### config.mk
export PLATFORM = sky130hd
export DESIGN_NAME = ula_arbiter_flat
export DESIGN_NICKNAME = d
export VERILOG_FILES = /design/src/rtl/ula_arbiter_pkg.sv /design/src/rtl/ula_arbiter_if.sv /design/src/rtl/ula_rr_arb.sv /design/src/rtl/ula_arbiter.sv /design/src/flat_wrapper.sv
export SDC_FILE = /design/constraint.sdc
export NUM_CORES = 1
export LEC_CHECK = 0
export BUFFER_PORTS_ARGS = -buffer_cell sky130_fd_sc_hd__buf_2
export CORE_ASPECT_RATIO = 1.1
export CORE_UTILIZATION = 39
export CTS_CLUSTER_SIZE = 25
export DETAILED_ROUTE_END_ITERATION = 6
export GPL_TIMING_DRIVEN = 1
export PLACE_DENSITY = 0.74
export SLEW_MARGIN = 30
export SYNTH_ARGS = -nofsm -noshare
export SYNTH_HDL_FRONTEND = slang
export SYNTH_SLANG_ARGS = --single-unit
### constraint.sdc
create_clock -name clk -period 1.26 [get_ports clk]
set_input_delay 0.126 -clock clk [delete_from_list [all_inputs] [get_ports clk]]
set_output_delay 0.126 -clock clk [all_outputs]
set_load 0.05 [all_outputs]
### src/rtl/ula_arbiter_pkg.sv
// Shared definitions for the two-requester ALU arbiter: opcode constants,
// FSM state encoding and the operand width.
package ula_arbiter_pkg;

  localparam int W = 4;

  typedef enum logic [2:0] {
    OP_ADD = 3'd0,
    OP_SUB = 3'd1,
    OP_SHL = 3'd2,
    OP_SHR = 3'd3,
    OP_AND = 3'd4,
    OP_OR  = 3'd5,
    OP_XOR = 3'd6,
    OP_NOT = 3'd7
  } op_e;

  typedef enum logic [1:0] {
    ST_IDLE = 2'd0,
    ST_EXEC = 2'd1,
    ST_RESP = 2'd2
  } state_e;

endpackage

### src/rtl/ula_arbiter_if.sv
// Bundle of requester handshakes, the external ALU hookup and the response
// channel; slave is the arbiter side, master the environment side.
interface ula_arbiter_if;
  import ula_arbiter_pkg::*;

  logic         req0_valid;
  logic         req1_valid;
  logic         req0_ready;
  logic         req1_ready;
  logic [W-1:0] req0_a;
  logic [W-1:0] req0_b;
  logic [W-1:0] req1_a;
  logic [W-1:0] req1_b;
  logic [2:0]   req0_op;
  logic [2:0]   req1_op;
  logic [W-1:0] ula_a;
  logic [W-1:0] ula_b;
  logic         ula_x;
  logic         ula_y;
  logic         ula_z;
  logic [W-1:0] ula_s;
  logic         rsp_valid;
  logic         rsp_id;
  logic [W-1:0] rsp_data;
  logic         rsp_ready;
  logic         busy;

  modport slave (
    input  req0_valid, req1_valid, req0_a, req0_b, req1_a, req1_b,
           req0_op, req1_op, ula_s, rsp_ready,
    output req0_ready, req1_ready, ula_a, ula_b, ula_x, ula_y, ula_z,
           rsp_valid, rsp_id, rsp_data, busy
  );

  modport master (
    output req0_valid, req1_valid, req0_a, req0_b, req1_a, req1_b,
           req0_op, req1_op, ula_s, rsp_ready,
    input  req0_ready, req1_ready, ula_a, ula_b, ula_x, ula_y, ula_z,
           rsp_valid, rsp_id, rsp_data, busy
  );

endinterface

### src/rtl/ula_rr_arb.sv
// Two-way arbiter: combinational one-hot grant while enabled, with a
// last-grant pointer that only moves when a grant is actually issued.
module ula_rr_arb #(
  parameter bit RR = 1'b1
) (
  input  logic       clk,
  input  logic       rst,
  input  logic       i_en,
  input  logic [1:0] i_req,
  output logic [1:0] o_grant
);

  logic       r_last;
  logic [1:0] w_grant;

  // Under contention the requester not served last wins; fixed mode favours 0.
  always_comb begin
    w_grant = 2'b00;
    if (i_en) begin
      if (&i_req) w_grant = (RR && !r_last) ? 2'b10 : 2'b01;
      else        w_grant = i_req;
    end
  end

  always_ff @(posedge clk) begin
    if (rst)             r_last <= 1'b1;
    else if (|w_grant)   r_last <= w_grant[1];
  end

  assign o_grant = w_grant;

endmodule

### src/rtl/ula_arbiter.sv
// Shares one external combinational ALU between two requesters using a
// three-state IDLE/EXEC/RESP sequencer with latched operands.
module ula_arbiter
  import ula_arbiter_pkg::*;
#(
  parameter bit RR = 1'b1
) (
  input  logic          clk,
  input  logic          rst,
  ula_arbiter_if.slave  bus
);

  state_e       r_state;
  logic [W-1:0] r_a;
  logic [W-1:0] r_b;
  op_e          r_op;
  logic         r_id;
  logic [W-1:0] r_data;
  logic         r_rsp_valid;
  logic         r_busy;
  logic         w_idle;
  logic [1:0]   w_grant;

  // Reset gates the enable so no ready can leak out during a reset cycle.
  assign w_idle = (r_state == ST_IDLE) && !rst;

  ula_rr_arb #(.RR(RR)) u_arb (
    .clk     (clk),
    .rst     (rst),
    .i_en    (w_idle),
    .i_req   ({bus.req1_valid, bus.req0_valid}),
    .o_grant (w_grant)
  );

  assign bus.req0_ready = w_grant[0];
  assign bus.req1_ready = w_grant[1];

  always_ff @(posedge clk) begin
    if (rst) begin
      r_state     <= ST_IDLE;
      r_a         <= '0;
      r_b         <= '0;
      r_op        <= OP_ADD;
      r_id        <= 1'b0;
      r_data      <= '0;
      r_rsp_valid <= 1'b0;
      r_busy      <= 1'b0;
    end else begin
      unique case (r_state)
        ST_IDLE: begin
          if (|w_grant) begin
            r_a     <= w_grant[1] ? bus.req1_a : bus.req0_a;
            r_b     <= w_grant[1] ? bus.req1_b : bus.req0_b;
            r_op    <= op_e'(w_grant[1] ? bus.req1_op : bus.req0_op);
            r_id    <= w_grant[1];
            r_busy  <= 1'b1;
            r_state <= ST_EXEC;
          end
        end
        ST_EXEC: begin
          r_data      <= bus.ula_s;
          r_rsp_valid <= 1'b1;
          r_state     <= ST_RESP;
        end
        ST_RESP: begin
          if (bus.rsp_ready) begin
            r_rsp_valid <= 1'b0;
            r_busy      <= 1'b0;
            r_state     <= ST_IDLE;
          end
        end
        default: begin
          r_rsp_valid <= 1'b0;
          r_busy      <= 1'b0;
          r_state     <= ST_IDLE;
        end
      endcase
    end
  end

  // ALU inputs always come from the latched copy, so they only move on acceptance.
  assign bus.ula_a = r_a;
  assign bus.ula_b = r_b;
  assign {bus.ula_z, bus.ula_y, bus.ula_x} = r_op;
  assign bus.rsp_valid = r_rsp_valid;
  assign bus.rsp_id    = r_id;
  assign bus.rsp_data  = r_data;
  assign bus.busy      = r_busy;

endmodule

### src/flat_wrapper.sv
// flat-port wrapper written by rule: the top's interface ports become plain ports
module ula_arbiter_flat import ula_arbiter_pkg::*;
#(
  parameter bit RR = 1'b1
)
  (clk, rst, bus_req0_valid, bus_req1_valid, bus_req0_a, bus_req0_b, bus_req1_a, bus_req1_b, bus_req0_op, bus_req1_op, bus_ula_s, bus_rsp_ready, bus_req0_ready, bus_req1_ready, bus_ula_a, bus_ula_b, bus_ula_x, bus_ula_y, bus_ula_z, bus_rsp_valid, bus_rsp_id, bus_rsp_data, bus_busy);
  ula_arbiter_if bus_i ();
  input  logic clk;
  input  logic rst;
  input wire logic [$bits(bus_i.req0_valid)-1:0] bus_req0_valid;
  input wire logic [$bits(bus_i.req1_valid)-1:0] bus_req1_valid;
  input wire logic [$bits(bus_i.req0_a)-1:0] bus_req0_a;
  input wire logic [$bits(bus_i.req0_b)-1:0] bus_req0_b;
  input wire logic [$bits(bus_i.req1_a)-1:0] bus_req1_a;
  input wire logic [$bits(bus_i.req1_b)-1:0] bus_req1_b;
  input wire logic [$bits(bus_i.req0_op)-1:0] bus_req0_op;
  input wire logic [$bits(bus_i.req1_op)-1:0] bus_req1_op;
  input wire logic [$bits(bus_i.ula_s)-1:0] bus_ula_s;
  input wire logic [$bits(bus_i.rsp_ready)-1:0] bus_rsp_ready;
  output wire logic [$bits(bus_i.req0_ready)-1:0] bus_req0_ready;
  output wire logic [$bits(bus_i.req1_ready)-1:0] bus_req1_ready;
  output wire logic [$bits(bus_i.ula_a)-1:0] bus_ula_a;
  output wire logic [$bits(bus_i.ula_b)-1:0] bus_ula_b;
  output wire logic [$bits(bus_i.ula_x)-1:0] bus_ula_x;
  output wire logic [$bits(bus_i.ula_y)-1:0] bus_ula_y;
  output wire logic [$bits(bus_i.ula_z)-1:0] bus_ula_z;
  output wire logic [$bits(bus_i.rsp_valid)-1:0] bus_rsp_valid;
  output wire logic [$bits(bus_i.rsp_id)-1:0] bus_rsp_id;
  output wire logic [$bits(bus_i.rsp_data)-1:0] bus_rsp_data;
  output wire logic [$bits(bus_i.busy)-1:0] bus_busy;
  assign bus_i.req0_valid = bus_req0_valid;
  assign bus_i.req1_valid = bus_req1_valid;
  assign bus_i.req0_a = bus_req0_a;
  assign bus_i.req0_b = bus_req0_b;
  assign bus_i.req1_a = bus_req1_a;
  assign bus_i.req1_b = bus_req1_b;
  assign bus_i.req0_op = bus_req0_op;
  assign bus_i.req1_op = bus_req1_op;
  assign bus_i.ula_s = bus_ula_s;
  assign bus_i.rsp_ready = bus_rsp_ready;
  assign bus_req0_ready = bus_i.req0_ready;
  assign bus_req1_ready = bus_i.req1_ready;
  assign bus_ula_a = bus_i.ula_a;
  assign bus_ula_b = bus_i.ula_b;
  assign bus_ula_x = bus_i.ula_x;
  assign bus_ula_y = bus_i.ula_y;
  assign bus_ula_z = bus_i.ula_z;
  assign bus_rsp_valid = bus_i.rsp_valid;
  assign bus_rsp_id = bus_i.rsp_id;
  assign bus_rsp_data = bus_i.rsp_data;
  assign bus_busy = bus_i.busy;
  ula_arbiter #(.RR(RR)) u_core (.clk(clk), .rst(rst), .bus(bus_i));
endmodule
# Yosys cells after proc, flatten, opt, wreduce, memory -nomap -nowiden
# Index checks and enable logic that the tools add are counted.
classes:
  n_eq_ne: 4
  muxes: 13
  bitwise: 2
  n_reduce_logical: 9
ops:
  columns: ["op", "count"]
  rows:
  - ["$mux 2", 5]
  - ["$mux 4", 2]
  - ["$reduce_and 2->1", 4]
  - ["$pmux 1 s3", 2]
  - ["$pmux 2 s3", 1]
  - ["$ne 2x2->1 const B", 2]
  - ["$mux 3", 1]
  - ["$reduce_and 3->1", 1]
  - ["$eq 2x1->1 const B", 1]
  - ["$eq 2x2->1 const B", 1]
  - ["$logic_not 2->1", 1]
  - ["$mux 1", 2]
  - ["$not 1->1", 2]
  - ["$reduce_or 2->1", 1]
  - ["$logic_and 1x1->1", 1]
  - ["$logic_not 1->1", 1]
word_totals:
  ff_bits: 21
  input_bits: 31
  out_inout_bits: 20
  wordCells: 37

# Longest topological paths before layout
# Gate-level depths: netlist (run 1).
depth:
  word_depth: 6
  mapped_depth: 4
  depth_no_buf: 3

# Hierarchy
# From an unflattened synthesis (run 1), not the netlist that was laid out.
hier_totals:
  cells_unflattened: 93
  hier_area_um2: 949.7
by_module_without_submodules:
  columns: ["module", "instances", "cells_per_inst", "area_each_um2", "seq_area_each_um2"]
  rows:
  - ["ula_arbiter", 1, 85, 890.9, 400.4]
  - ["ula_rr_arb", 1, 8, 58.8, 20.0]

# Least setup slack after synthesis (run 1)
# No wires, ideal clock.
synth_timing:
  path_type: "flip-flop to output port"
  from: "reg u_core.r_state[1]"
  to: "out bus_req1_ready"
  arrival_ns: 1.579
  required_ns: 1.134
  path_slack_ns: -0.445
  stages_incl_launch_ff: 4
  n_path_buf: 1
  path_cell_list: "dfxtp_1 > or3_4 > buf_6 > nor2_1"
synth_via:
  elab_chain_cells: 3
synth_rtl:
  columns: ["element", "line", "text"]
  rows:
  - ["start: declaration", "ula_arbiter.sv:13", "state_e r_state;"]
  - ["start signal: assignment", "ula_arbiter.sv:40", "r_state <= ST_IDLE;"]
  - ["start signal: assignment", "ula_arbiter.sv:57", "r_state <= ST_EXEC;"]
  - ["start signal: assignment", "ula_arbiter.sv:63", "r_state <= ST_RESP;"]
  - ["$logic_not 2->1", "ula_arbiter.sv:25", "assign w_idle = (r_state == ST_IDLE) && !rst;"]
  - ["$logic_and 1x1->1", "ula_arbiter.sv:25", null]
  - ["$mux 2", "ula_rr_arb.sv:19", "if (i_en) begin"]
  - ["end: declaration", "flat_wrapper.sv:21", "output wire logic [$bits(bus_i.req1_ready)-1:0] bus_req1_ready;"]
# No other way between the ends.

# Worst setup path after layout (run 1)
layout_timing:
  from: "reg u_core.r_state[1]"
  to: "out bus_req0_ready"
layout_via:
  elab_chain_cells: 3
layout_rtl:
  columns: ["element", "line", "text"]
  rows:
  - ["$logic_not 2->1", "ula_arbiter.sv:25", null]
  - ["$logic_and 1x1->1", "ula_arbiter.sv:25", null]
  - ["$mux 2", "ula_rr_arb.sv:19", null]
  - ["end: declaration", "flat_wrapper.sv:20", "output wire logic [$bits(bus_i.req0_ready)-1:0] bus_req0_ready;"]
# No other way between the ends.

==> flow_summary.rst, run 1 <==
.. list-table::
   :header-rows: 1

   * - Metric
     - Value
   * - Outcome
     - finished, violations left
   * - Violations in the final reports
     - negative setup slack
   * - Layout overhead on the synthesized area
     - 62.2%
   * - Proportion of synthesized chip area in sequential cells
     - 0.433
   * - RR Startpoint
     - u_core.r_state[0]$_SDFFE_PP0P_
   * - Post-synthesis simple-gate area fraction
     - 0.138
   * - Crit path largest cell delay
     - between 0.4 and 0.5 ns
   * - Vias in the first global route
     - about 960
   * - Die extent in x
     - just under 50 um
   * - Mux share of post-synthesis cell area
     - 0.0412
   * - Count of yosys warnings during synthesis
     - 0
   * - Antenna violations before repair
     - 0
   * - Synthesized-area fraction occupied by adder cells
     - 0
   * - Drt via density
     - between 5 and 6
   * - CTS Buffer Depth
     - 2
   * - Hold violation count in the final report
     - 0
   * - Cell family with most CP delay
     - simple AND/OR/NAND/NOR gates
   * - WHS Endpoint
     - u_core.bus.rsp_data[1]$_SDFFE_PP0N_
   * - Count of different cell masters after synthesis
     - 26
   * - Tot GR Track Use
     - 0.228
   * - HPWL reported at the end of detailed placement
     - about 1800 um
   * - RSZ-0062 raised after global routing
     - yes
   * - Vertical die dimension
     - around 54 um
   * - Endpoint of the lowest-slack register-to-register path
     - u_core.bus.ula_a[1]$_SDFFE_PP0P_
   * - Post-route cell area
     - 1580 um2
   * - Root buf cell
     - clkbuf_4
   * - Number of sinks driven by the clock tree
     - 21
   * - Commonest non-fill, non-tap cell in the layout
     - buf_2
   * - Footprint of the multi-input gates
     - about 600 um2
   * - Largest net degree at the start of global routing
     - 20
   * - Post-Synthesis Mean Instance Area
     - 9.25 um2
   * - Final count of pins violating max slew
     - 0
   * - Setup-failing EPs final
     - 16
   * - Detailed-route via count
     - between 1000 and 1500
   * - CP Class
     - reg2out
   * - Launching element type of the critical path
     - register
   * - Power Density
     - 1170 nW/um2
   * - Least-Margin Pin Slew
     - 0.362 ns
   * - Post-DR wirelength/cell
     - ~15 um
   * - Total leakage power
     - ~0.7 nW
   * - Post-synthesis share of cell area spent on xor and xnor gates
     - 0
   * - Area occupied by registers
     - 423 um2
   * - Detailed-route wire length
     - 3010 um
   * - CP max stage cell
     - or3_4
   * - Ports placed on the boundary
     - 51
   * - Reg2reg path depth
     - 6
   * - CTS tree
     - done
   * - Reg2Reg Setup Slack
     - -0.19 ns
   * - Detail Route Antenna Nets
     - 0
   * - WHS
     - between 0.04 and 0.05 ns
   * - Number of remaining DRC errors
     - 0
   * - Data arrival time at the worst-slack endpoint
     - around 1.5 ns
   * - Synth Area in Compound Gates
     - 0.303
   * - First-pass GRT wire length
     - 4580 um
   * - F_max
     - approximately 630 MHz
   * - Inserted Diodes
     - 0
   * - Hold-fix buffers, CTS
     - 0
   * - Flip-flop and latch count after synthesis
     - 21
   * - H-Tree Level Count
     - 1
   * - Slew HR
     - 0.758
   * - Hold crit path type
     - in2reg
   * - Die Outline Area
     - ~2700 um2
   * - Cell area after synthesis
     - slightly below 1000 um2
   * - Final layout net count
     - between 200 and 250
   * - Post-synthesis net count
     - 136
   * - Source of the worst hold timing path
     - bus_ula_s[1]
   * - Maximum ir drop on the vdd rail
     - 0.830 mV
   * - Post-placement cell area
     - around 1300 um2
   * - Post-layout worst setup margin
     - -0.327 ns
   * - Category of the worst setup path capture point
     - output pin
   * - Total iterations of the first detailed-routing run
     - 4
   * - Number of standard cells after synthesis
     - approximately 110
   * - Logic depth of the worst path, buffers included
     - 3
   * - Clock latency on the worst-skew pair
     - approximately 0.30 ns
   * - Overall power consumption
     - about 1.8 mW
   * - Placeable core region
     - 2300 um2
   * - Most used cells in the layout excluding fill and tap cells
     - buf_2 (48), dfxtp_1 (19), buf_4 (10)
   * - Maximum Capacitance Violations
     - 0
   * - Proportion of layout cells with a drive suffix above 1
     - 0.627
   * - Number of fillers in the final layout
     - 195
   * - Combinational family with the most area after synthesis
     - compound AO/OA/AOI/OAI gates
   * - Row count
     - 18
   * - Routability congestion estimate from global placement
     - between 0.7 and 0.8
   * - Clock slew at reported path FFs
     - ~0.12 ns
   * - Crit path cell chain
     - or3_4, a211oi_4, buf_6
   * - Min Tclk post-route
     - 1.59 ns
   * - Worst setup skew after layout
     - 0.00621 ns
   * - Number of buffer cells added on primary ports
     - 50
   * - Worst hold stages
     - 3
   * - Effective utilization at floorplan
     - 0.423
   * - Post-route clock period utilization
     - 1.26
   * - Data required time at the worst endpoint
     - around 1.1 ns
   * - Total buffers and inverters traversed by the critical path
     - 1
   * - Maximum fanout along the worst path
     - 4
   * - GRT overflow
     - 0
   * - TritonCTS buffer count
     - 3
   * - Number of DRC markers after the initial detailed-route iteration
     - 11
-- metal layers --
layer / GRT usage / vias to the layer above / share of wire
li1: - / 524 / -
met1: 0.273 / 517 / 0.40
met4: 0.119 / 0 / 0.0090
met3: 0.0333 / 4 / 0.052
met5: 0 / - / 0
met2: 0.401 / 42 / 0.54
-- synth_stat cells --
cell type | instances | area share
a211oi_4 | 1 | 0.021
a21bo_2 | 1 | 0.010
a21boi_2 | 1 | 0.012
a21o_1 | 1 | 0.0077
a21oi_1 | 13 | 0.067
a311oi_1 | 11 | 0.099
and2_4 | 1 | 0.0090
buf_2 | 3 | 0.015
buf_4 | 3 | 0.023
buf_6 | 2 | 0.023
clkbuf_1 | 1 | 0.0039
clkbuf_4 | 1 | 0.0077
dfxtp_1 | 21 | 0.43
inv_1 | 3 | 0.012
mux2i_1 | 4 | 0.041
nand2_1 | 1 | 0.0039
nand2b_1 | 1 | 0.0064
nand3_1 | 11 | 0.057
nor2_1 | 7 | 0.027
nor3_4 | 1 | 0.017
o21a_1 | 2 | 0.015
o21ai_0 | 1 | 0.0051
o21ai_1 | 11 | 0.057
o32ai_1 | 1 | 0.0090
or2_1 | 1 | 0.0064
or3_4 | 1 | 0.012
-- repair_timing --
item / 4_1_cts / 5_1_grt
endpoints found under the setup margin: 14 / 17
gates cloned: 3 / 0
pin swaps: 11 / 9
gates resized for setup: 29 / 12
setup buffers: 6 / 3
-- through the flow --
step                      setup TNS, ns  setup slack, ns   util  instances
final                             -2.44           -0.327  0.686        199
after global routing              -3.46           -0.389  0.686        199
after CTS                         -1.84           -0.328  0.670        199
after detailed placement         -0.589          -0.0719  0.569        187
after global placement           -0.100          -0.0453  0.569        187
after floorplan                  -0.884           -0.279      -        105
-- flip-flops by register name, indices dropped and copies added (netlist names) --
| signal | flops |
|---|---|
| u_core.r_op | 3 |
| u_core.bus.ula_b | 4 |
| u_core.u_arb.r_last | 1 |
| u_core.bus.ula_a | 4 |
| u_core.r_state | 2 |
| u_core.bus.busy | 1 |
| u_core.bus.rsp_data | 4 |
| u_core.bus.rsp_valid | 1 |
| u_core.bus.rsp_id | 1 |
-- cells by family (layout without fill, tap and decap cells) --
logic type	after synthesis	after routing
AO/OA/AOI/OAI	43	43
AND/OR/NAND/NOR	24	25
flip-flops	21	21
buffers and inverters	13	76
multiplexers	4	4
-- worst max path at each step --
| stage | startpoint | end | slack (ns) |
|---|---|---|---|
| floorplan | u_core.r_state[1]$_SDFFE_PP0P_ | u_core.bus.rsp_id$_SDFFE_PP0P_ | -0.28 |
| global route | u_core.r_state[1]$_SDFFE_PP0P_ | bus_req0_ready | -0.39 |
| global placement | u_core.r_state[1]$_SDFFE_PP0P_ | bus_req0_ready | -0.05 |
| CTS | u_core.r_state[1]$_SDFFE_PP0P_ | bus_req0_ready | -0.33 |
| detailed placement | u_core.r_state[1]$_SDFFE_PP0P_ | u_core.bus.ula_b[3]$_SDFFE_PP0P_ | -0.07 |
| finish | u_core.r_state[1]$_SDFFE_PP0P_ | bus_req0_ready | -0.33 |
-- worst reg2reg max path, stage by stage, from the launching register on --
cell and delay (ns):
dfxtp_2 0.34, buf_6 0.12, nor3_4 0.30, buf_6 0.17
buf_16 0.12, nand3_4 0.06, a311oi_2 0.26
-- cell type report --
type,instances,share of cell area
clock buffers,3,0.0143
clock inverters,1,0.00318
inverters,3,0.00715
multi-input cells,72,0.380
flip-flops and latches,21,0.268
well taps,30,0.0238
repair buffers,69,0.303
-- power by group --
group / switching, mW / internal, mW / total [mW]
sequential: 0.0336 / 0.728 / 0.761
clock: 0.203 / 0.118 / 0.321
combinational: 0.465 / 0.293 / 0.758
total: 0.701 / 1.14 / 1.84
No activity file was read; power rests on OpenSTA's default activity.
==> inputs of run 2 (changes only) <==
--- a/config.mk
+++ b/config.mk
@@ -7,6 +7,7 @@
 export LEC_CHECK = 0
 export BUFFER_PORTS_ARGS = -buffer_cell sky130_fd_sc_hd__buf_2
 export CORE_ASPECT_RATIO = 1.1
+export CORE_MARGIN = 8
 export CORE_UTILIZATION = 39
 export CTS_CLUSTER_SIZE = 25
 export DETAILED_ROUTE_END_ITERATION = 6
==> run 2 against run 1 <==
Clock skew is 0.0051 ns higher; largest power group unchanged; critical path type unchanged; worst hold slack gained 0.010 ns; the flow still finishes with violations (negative setup slack); non-clock buffer count down 6.
==> flow_summary.rst, run 2 (synthesized netlist as in run 1, its figures left out) <==
.. list-table::
   :header-rows: 1

   * - Metric
     - Value
   * - Hold violation count in the final report
     - 0 (unchanged)
   * - Layout overhead on the synthesized area
     - 48.3%
   * - Detail Route Antenna Nets
     - 0 (unchanged)
   * - Number of DRC markers after the initial detailed-route iteration
     - 49 (+38)
   * - Min Tclk post-route
     - 1.58 ns (-0.00496 ns)
   * - Crit path cell chain
     - or3_4, a211oi_4, buf_6
   * - Placeable core region
     - 2420 um2 (+5.6%)
   * - Root buf cell
     - clkbuf_4
   * - Data required time at the worst endpoint
     - 1.13 ns (about the same)
   * - Clock latency on the worst-skew pair
     - 0.31 ns (about the same)
   * - Maximum fanout along the worst path
     - 4 (unchanged)
   * - Final layout net count
     - 195 (-3.0%)
   * - Proportion of layout cells with a drive suffix above 1
     - 0.564 (-0.0628)
   * - Crit path largest cell delay
     - 0.42 ns (about the same)
   * - Antenna violations before repair
     - 0 (unchanged)
   * - WHS
     - 0.0582 ns (+0.0103 ns)
   * - Drt via density
     - 5.45 (-0.25%)
   * - Total internal power
     - 1.08 mW (-5.2%)
   * - Commonest non-fill, non-tap cell in the layout
     - buf_2
   * - Hold crit path type
     - in2reg
   * - Data arrival time at the worst-slack endpoint
     - 1.46 ns (about the same)
   * - Power Density
     - 1220 nW/um2 (+4.2%)
   * - Number of sinks driven by the clock tree
     - 21 (unchanged)
   * - Detailed-route via count
     - 1057 (-2.8%)
   * - Routability congestion estimate from global placement
     - 0.790 (+4.5%)
   * - Final count of pins violating max slew
     - 0 (unchanged)
   * - Number of remaining DRC errors
     - 0 (unchanged)
   * - CTS tree
     - done
   * - Switching component of the power
     - 0.674 mW (-3.9%)
   * - Ports placed on the boundary
     - 51 (unchanged)
   * - Number of buffer cells added on primary ports
     - 50 (unchanged)
   * - Die Outline Area
     - 4340 um2 (+61%)
   * - Outcome
     - finished, violations left
   * - Sw frac
     - 0.384 (+0.00331)
   * - Number of non-filler instances in the completed layout
     - 194 (-2.5%)
   * - Logic gate share of total power
     - 0.381 (-0.031)
   * - CP max stage cell
     - or3_4
   * - Row count
     - 19 (+1)
   * - H-Tree Level Count
     - 1 (unchanged)
   * - Effective utilization at floorplan
     - 0.400 (-0.0222)
   * - Setup Total Neg Slack
     - -1.68 ns (+0.761 ns)
   * - Part of the power in registers
     - 0.433 (+0.019)
   * - RSZ-0062 raised after global routing
     - yes
   * - Maximum Capacitance Violations
     - 0 (unchanged)
   * - Reg2reg path depth
     - 5 (-1)
   * - Post-DR wirelength/cell
     - 16.6 um (+9.5%)
   * - Vias in the first global route
     - 1073 (+12%)
   * - Vertical die dimension
     - 68.3 um (+26%)
   * - Number of placed instances with taps included
     - 187 (unchanged)
   * - Overall power consumption
     - 1.75 mW (-4.7%)
   * - Least-Margin Pin Slew
     - 0.330 ns (-0.0321 ns)
   * - Category of the worst setup path capture point
     - output pin
   * - Total leakage power
     - 0.645 nW (-7.6%)
   * - Launching element type of the critical path
     - register
   * - Die extent in x
     - 63.6 um (+28%)
   * - Buffers inserted by post-CTS timing repair
     - 0 (-6)
   * - Post-layout worst setup margin
     - -0.322 ns (+0.00496 ns)
   * - TritonCTS buffer count
     - 3 (unchanged)
   * - Tot GR Track Use
     - 0.141 (-0.0869)
   * - Inserted Diodes
     - 0 (unchanged)
   * - Post-route clock period utilization
     - 1.26 (-0.00394)
   * - Slew HR
     - 0.780 (+0.0214)
   * - Maximum ir drop on the vdd rail
     - 0.896 mV (+7.9%)
   * - HPWL reported at the end of detailed placement
     - 2240 um (+23%)
   * - Largest net degree at the start of global routing
     - 20 (unchanged)
   * - Worst hold stages
     - 3 (unchanged)
   * - Clock slew at reported path FFs
     - 0.11 ns (about the same)
   * - Fraction of power consumed by the clock network
     - 0.186 (+0.011)
   * - CTS Buffer Depth
     - 2 (unchanged)
   * - GRT overflow
     - 0 (unchanged)
   * - CP Class
     - reg2out
   * - Setup-failing EPs final
     - 16 (unchanged)
   * - Total iterations of the first detailed-routing run
     - 4 (unchanged)
   * - First-pass GRT wire length
     - 4910 um (+7.1%)
   * - Worst setup skew after layout
     - 0.0113 ns (+0.00510 ns)
   * - Detailed-route wire length
     - 3210 um (+6.7%)
   * - F_max
     - 632 MHz (+0.31%)
   * - Violations in the final reports
     - negative setup slack
   * - Most used cells in the layout excluding fill and tap cells
     - buf_2 (48), dfxtp_1 (19), a21oi_1 (13)
## run 2: final timing paths
path | startpoint | end | slack [ns]
worst max register to register | u_core.r_state[1]$_SDFFE_PP0P_ | u_core.r_op[1]$_SDFFE_PP0P_ | -0.12
worst min register to register | u_core.bus.busy$_SDFFE_PP0P_ | u_core.bus.busy$_SDFFE_PP0P_ | 0.46
worst min-delay path | bus_ula_s[1] | u_core.bus.rsp_data[1]$_SDFFE_PP0N_ | 0.06
worst max-delay path | u_core.r_state[1]$_SDFFE_PP0P_ | bus_req0_ready | -0.32
## run 2: cell type report
type / instances / area (um2)
Multi-Input combinational cell: 72 / 562
Sequential cell: 21 / 423
Fill cell: 231 / 985
Tap cell: 31 / 38.8
Timing Repair Buffer: 63 / 379
Inverter: 3 / 11.3
Clock buffer: 4 / 26.3
## run 2: what timing repair did
| item | in CTS | in global routing |
|---|---|---|
| endpoints found under the setup margin | 13 | 16 |
| pin swaps | 13 | 11 |
| resized for setup | 11 | 16 |
| gates cloned | 3 | 0 |
| hold buffers | 0 | 0 |
## run 2: layer usage
metal | routed length (um) | track usage | vias to the layer above
met5 | 0 | 0 | -
met4 | 35 | 0.0613 | 0
met3 | 203 | 0.0442 | 6
met2 | 1740 | 0.266 | 37
met1 | 1230 | 0.143 | 504
li1 | - | - | 510
## run 2: critical path, delay by kind of cell, from the launching register on
| kind | cells | cell delay, ns |
|---|---|---|
| flip-flops | 1 | 0.34 |
| AO/OA/AOI/OAI | 1 | 0.21 |
| buffers and inverters | 1 | 0.20 |
| AND/OR/NAND/NOR | 1 | 0.42 |
## run 2: stage by stage
| stage | setup WS (ns) | util | instance area [um2] |
|---|---|---|---|
| after detailed placement | -0.0943 | 0.526 | 1280 |
| after CTS | -0.319 | 0.559 | 1360 |
| after global placement | -0.0511 | 0.526 | 1280 |
| after floorplan | -0.279 | - | 976 |
| after global routing | -0.404 | 0.594 | 1440 |
| final | -0.322 | 0.594 | 1440 |
## run 2: power groups by stage
stage / combinational, mW / clock, mW / sequential, mW
finish: 0.669 / 0.326 / 0.759
global route: 0.709 / 0.373 / 0.769
CTS: 0.623 / 0.332 / 0.759
detailed placement: 0.588 / 0 / 0.773
global placement: 0.577 / 0 / 0.770
floorplan: 0.232 / 0 / 0.968
==> inputs of run 3 (changes only) <==
--- a/config.mk
+++ b/config.mk
@@ -5,10 +5,11 @@
 export SDC_FILE = /design/constraint.sdc
 export NUM_CORES = 1
 export LEC_CHECK = 0
+export ABC_AREA = 1
 export BUFFER_PORTS_ARGS = -buffer_cell sky130_fd_sc_hd__buf_2
 export CORE_ASPECT_RATIO = 1.1
-export CORE_MARGIN = 8
-export CORE_UTILIZATION = 39
+export CORE_MARGIN = 1.5
+export CORE_UTILIZATION = 40
 export CTS_CLUSTER_SIZE = 25
 export DETAILED_ROUTE_END_ITERATION = 6
 export GPL_TIMING_DRIVEN = 1
==> run 3 against run 2 <==
The flow still finishes with violations (negative setup slack); largest cell class unchanged; clock skew is 0.011 ns lower; critical path type unchanged; global-route usage up 5.8 points; clock power up 3%; worst hold slack improved by 0.0043 ns; register-to-register slack improved by 0.09 ns; via count grew 12%; maximum frequency up 20%; setup slack improved by 0.26 ns; total power is 13% higher; non-clock buffer count increased by 6; die area down 34%; sequential cell count unchanged.
==> flow_summary.rst, run 3 <==
.. list-table::
   :header-rows: 1

   * - Metric
     - Value
   * - Outcome
     - finished, violations left
   * - Violations in the final reports
     - negative setup slack
   * - Number of buffer cells added on primary ports
     - 50 (unchanged)
   * - Proportion of synthesized chip area in sequential cells
     - 0.409 (-0.0242)
   * - Commonest non-fill, non-tap cell in the layout
     - buf_2
   * - Detailed-route wire length
     - 2930 um (-8.9%)
   * - Data arrival time at the worst-slack endpoint
     - 1.20 ns (-0.26 ns)
   * - Drt via density
     - 4.65 (-15%)
   * - Final layout net count
     - 255 (+31%)
   * - Post-Synthesis Mean Instance Area
     - 6.59 um2 (-29%)
   * - Layout overhead on the synthesized area
     - 57.2%
   * - Met2 wirelength from detailed routing
     - 1540 um (-12%)
   * - Total iterations of the first detailed-routing run
     - 6 (+2)
   * - Total leakage power
     - 0.900 nW (+40%)
   * - Crit path cell chain
     - inv_2, nand2_4, nor2_4, nand2_4, inv_4, buf_8
   * - Vertical die dimension
     - 56.2 um (-18%)
   * - Switching component of the power
     - 0.803 mW (+19%)
   * - Logic gate share of total power
     - 0.436 (+0.055)
   * - Crit path largest cell delay
     - 0.36 ns (-0.06 ns)
   * - Detailed-route via count
     - 1180 (+12%)
   * - Post-route cell area
     - 1620 um2 (+12%)
   * - Row count
     - 19 (unchanged)
   * - GRT overflow
     - 0 (unchanged)
   * - Number of sinks driven by the clock tree
     - 21 (unchanged)
   * - Root buf cell
     - clkbuf_4
   * - Final count of pins violating max slew
     - 0 (unchanged)
   * - WL met3
     - 185 um (-8.9%)
   * - CP max stage cell
     - dfxtp_2
   * - Detail Route Antenna Nets
     - 0 (unchanged)
   * - CP Class
     - reg2out
   * - Dominant cell by count in the synthesized netlist
     - nand2_1
   * - Clock latency on the worst-skew pair
     - 0.31 ns (about the same)
   * - CTS tree
     - done
   * - EDFF count, synth
     - 0 (unchanged)
   * - Launching element type of the critical path
     - register
   * - Post-placement cell area
     - 1330 um2 (+3.8%)
   * - Part of the power in registers
     - 0.395 (-0.038)
   * - Effective utilization at floorplan
     - 0.416 (+0.0156)
   * - Slew HR
     - 0.827 (+0.0476)
   * - Routed length on met1
     - 1140 um (-7.2%)
   * - Number of remaining DRC errors
     - 0 (unchanged)
   * - Number of standard cells after synthesis
     - 156 (+49%)
   * - Cell repeated most along the worst path
     - nand2_4
   * - Routability congestion estimate from global placement
     - 0.750 (-5.1%)
   * - Most used cells in the layout excluding fill and tap cells
     - buf_2 (48), nand2_1 (46), nor2_1 (30)
   * - Proportion of layout cells with a drive suffix above 1
     - 0.453 (-0.112)
   * - First-pass GRT wire length
     - 4400 um (-10%)
   * - Die extent in x
     - 51.3 um (-19%)
   * - Share of the synthesized area in the top cell type
     - 0.409 (-0.0242)
   * - Die Outline Area
     - 2880 um2 (-34%)
   * - Hold violation count in the final report
     - 0 (unchanged)
   * - Sw frac
     - 0.404 (+0.0198)
   * - Least-Margin Pin Slew
     - 0.261 ns (-0.0696 ns)
   * - Total internal power
     - 1.18 mW (+9.7%)
   * - RSZ-0062 raised after global routing
     - yes
   * - Count of yosys warnings during synthesis
     - 0 (unchanged)
   * - Flip-flop and latch count after synthesis
     - 21 (unchanged)
   * - Largest net degree at the start of global routing
     - 26 (+30%)
   * - Hold crit path type
     - in2reg
   * - F_max
     - 757 MHz (+20%)
   * - H-Tree Level Count
     - 1 (unchanged)
   * - Worst setup skew after layout
     - 0.000638 ns (-0.0107 ns)
   * - Post-synthesis net count
     - 187 (+38%)
   * - TritonCTS buffer count
     - 3 (unchanged)
   * - CTS Buffer Depth
     - 2 (unchanged)
   * - Power Density
     - 1230 nW/um2 (+0.95%)
   * - Number of DRC markers after the initial detailed-route iteration
     - 19 (-61%)
   * - Setup-failing EPs final
     - 11 (-5)
   * - Total buffers and inverters traversed by the critical path
     - 3 (+2)
   * - Top FF cell, synth
     - dfxtp_1
   * - Maximum fanout along the worst path
     - 3 (-1)
   * - Fraction of power consumed by the clock network
     - 0.169 (-0.017)
   * - Cell area after synthesis
     - 1030 um2 (+5.9%)
   * - Clock slew at reported path FFs
     - 0.11 ns (about the same)
   * - Vias in the first global route
     - 1087 (+1.3%)
   * - Largest area contributor in the synthesized netlist
     - dfxtp_1
   * - Data required time at the worst endpoint
     - 1.13 ns (about the same)
   * - Post-route clock period utilization
     - 1.05 (-0.207)
   * - Post-DR wirelength/cell
     - 11.5 um (-30%)
   * - Min Tclk post-route
     - 1.32 ns (-0.261 ns)
   * - Overall power consumption
     - 1.99 mW (+13%)
   * - List of most frequent post-synthesis cells
     - nand2_1 (56), nor2_1 (36), dfxtp_1 (21), nand3b_1 (11), inv_1 (7)
   * - Maximum ir drop on the vdd rail
     - 0.735 mV (-18%)
   * - Ports placed on the boundary
     - 51 (unchanged)
   * - Post-synth ARST share
     - 0 (unchanged)
   * - HPWL reported at the end of detailed placement
     - 1690 um (-25%)
   * - Placeable core region
     - 2470 um2 (+2.0%)
   * - Tot GR Track Use
     - 0.199 (+0.0578)
   * - Antenna violations before repair
     - 0 (unchanged)
   * - Cell family with most CP delay
     - flip-flops
   * - Inserted Diodes
     - 0 (unchanged)
   * - Synth top area cells
     - dfxtp_1 (41%), nand2_1 (20%), nor2_1 (13%)
   * - Category of the worst setup path capture point
     - output pin
   * - Top layer reached by signal wires
     - met4
   * - Post-layout worst setup margin
     - -0.0613 ns (+0.261 ns)
   * - Count of different cell masters after synthesis
     - 15 (-42%)
   * - Maximum Capacitance Violations
     - 0 (unchanged)
-- run 3: cell types whose count changed after synthesis, moves of 9 or more --
cell	delta
a311oi_1	-11
nor2_1	+29
a21oi_1	-12
o21ai_1	-11
nand3_1	-9
nand2_1	+55
nand3b_1	+11
-- run 3: power by group through the flow --
| stage | Combinational [mW] | Sequential (mW) | Clock, mW |
|---|---|---|---|
| finish | 0.866 | 0.785 | 0.335 |
| floorplan | 0.287 | 1.04 | 0 |
| CTS | 0.781 | 0.785 | 0.343 |
| global placement | 0.697 | 0.797 | 0 |
| global route | 0.936 | 0.798 | 0.379 |
| detailed placement | 0.702 | 0.797 | 0 |
-- run 3: worst paths after layout --
check | start | end | slack (ns) | depth (start not counted)
min | bus_ula_s[1] | u_core.bus.rsp_data[1]$_SDFFE_PP0N_ | 0.06 | 3
max reg2reg | u_core.r_state[0]$_SDFFE_PP0P_ | u_core.r_op[2]$_SDFFE_PP0P_ | -0.03 | 10
max | u_core.r_state[0]$_SDFFE_PP0P_ | bus_req0_ready | -0.06 | 6
min reg2reg | u_core.bus.rsp_valid$_SDFFE_PP0P_ | u_core.bus.rsp_valid$_SDFFE_PP0P_ | 0.48 | 2
-- run 3: logic make-up after synthesis --
group | synth area share
and+or+nand+nor | 0.478
DFF | 0.409
buffers and inverters | 0.0839
AOI/OAI and AO/OA | 0.0292
-- run 3: metal layers --
layer / global-route usage / up-vias
met4: 0.0902 / 0
met2: 0.354 / 44
li1: - / 606
met5: 0 / -
met1: 0.224 / 526
met3: 0.0376 / 4
-- run 3: repair_timing --
action / in CTS / in global routing
cloned: 0 / 3
hold buffers: 0 / 0
setup buffers: 10 / 1
endpoints found under the setup margin: 2 / 15
gates resized for setup: 10 / 23
pin swaps: 5 / 15
-- run 3: worst register-to-register path, stage by stage, from the launching register on --
cell and delay (ns):
dfxtp_2 0.36, inv_2 0.07, nand2_4 0.05, nor2_4 0.12
buf_6 0.13, nand2_8 0.07, clkbuf_16 0.17, nand2_4 0.06
nand2_2 0.04, nor2_2 0.08, nor2_1 0.05
-- run 3: final cells by class --
class	instances	area (um2)
Clock buffer	4	26.3
Tap cell	31	38.8
Sequential cell	21	423
Timing Repair Buffer	69	484
Fill cell	235	856
Inverter	11	43.8
Multi-Input combinational cell	118	601
-- run 3: per-stage QoR --
step           instances   util  worst slack, ns  hold slack, ns  TNS (ns)
5_1_grt              254  0.654           -0.121          0.0623     -1.36
4_1_cts              250  0.594          -0.0491          0.0694   -0.0941
3_3_place_gp         236  0.536           0.0769           0.381         0
2_1_floorplan        156      -           0.0575           0.195         0
3_5_place_dp         236  0.536           0.0379           0.386         0
6_report             254  0.654          -0.0613          0.0625    -0.248
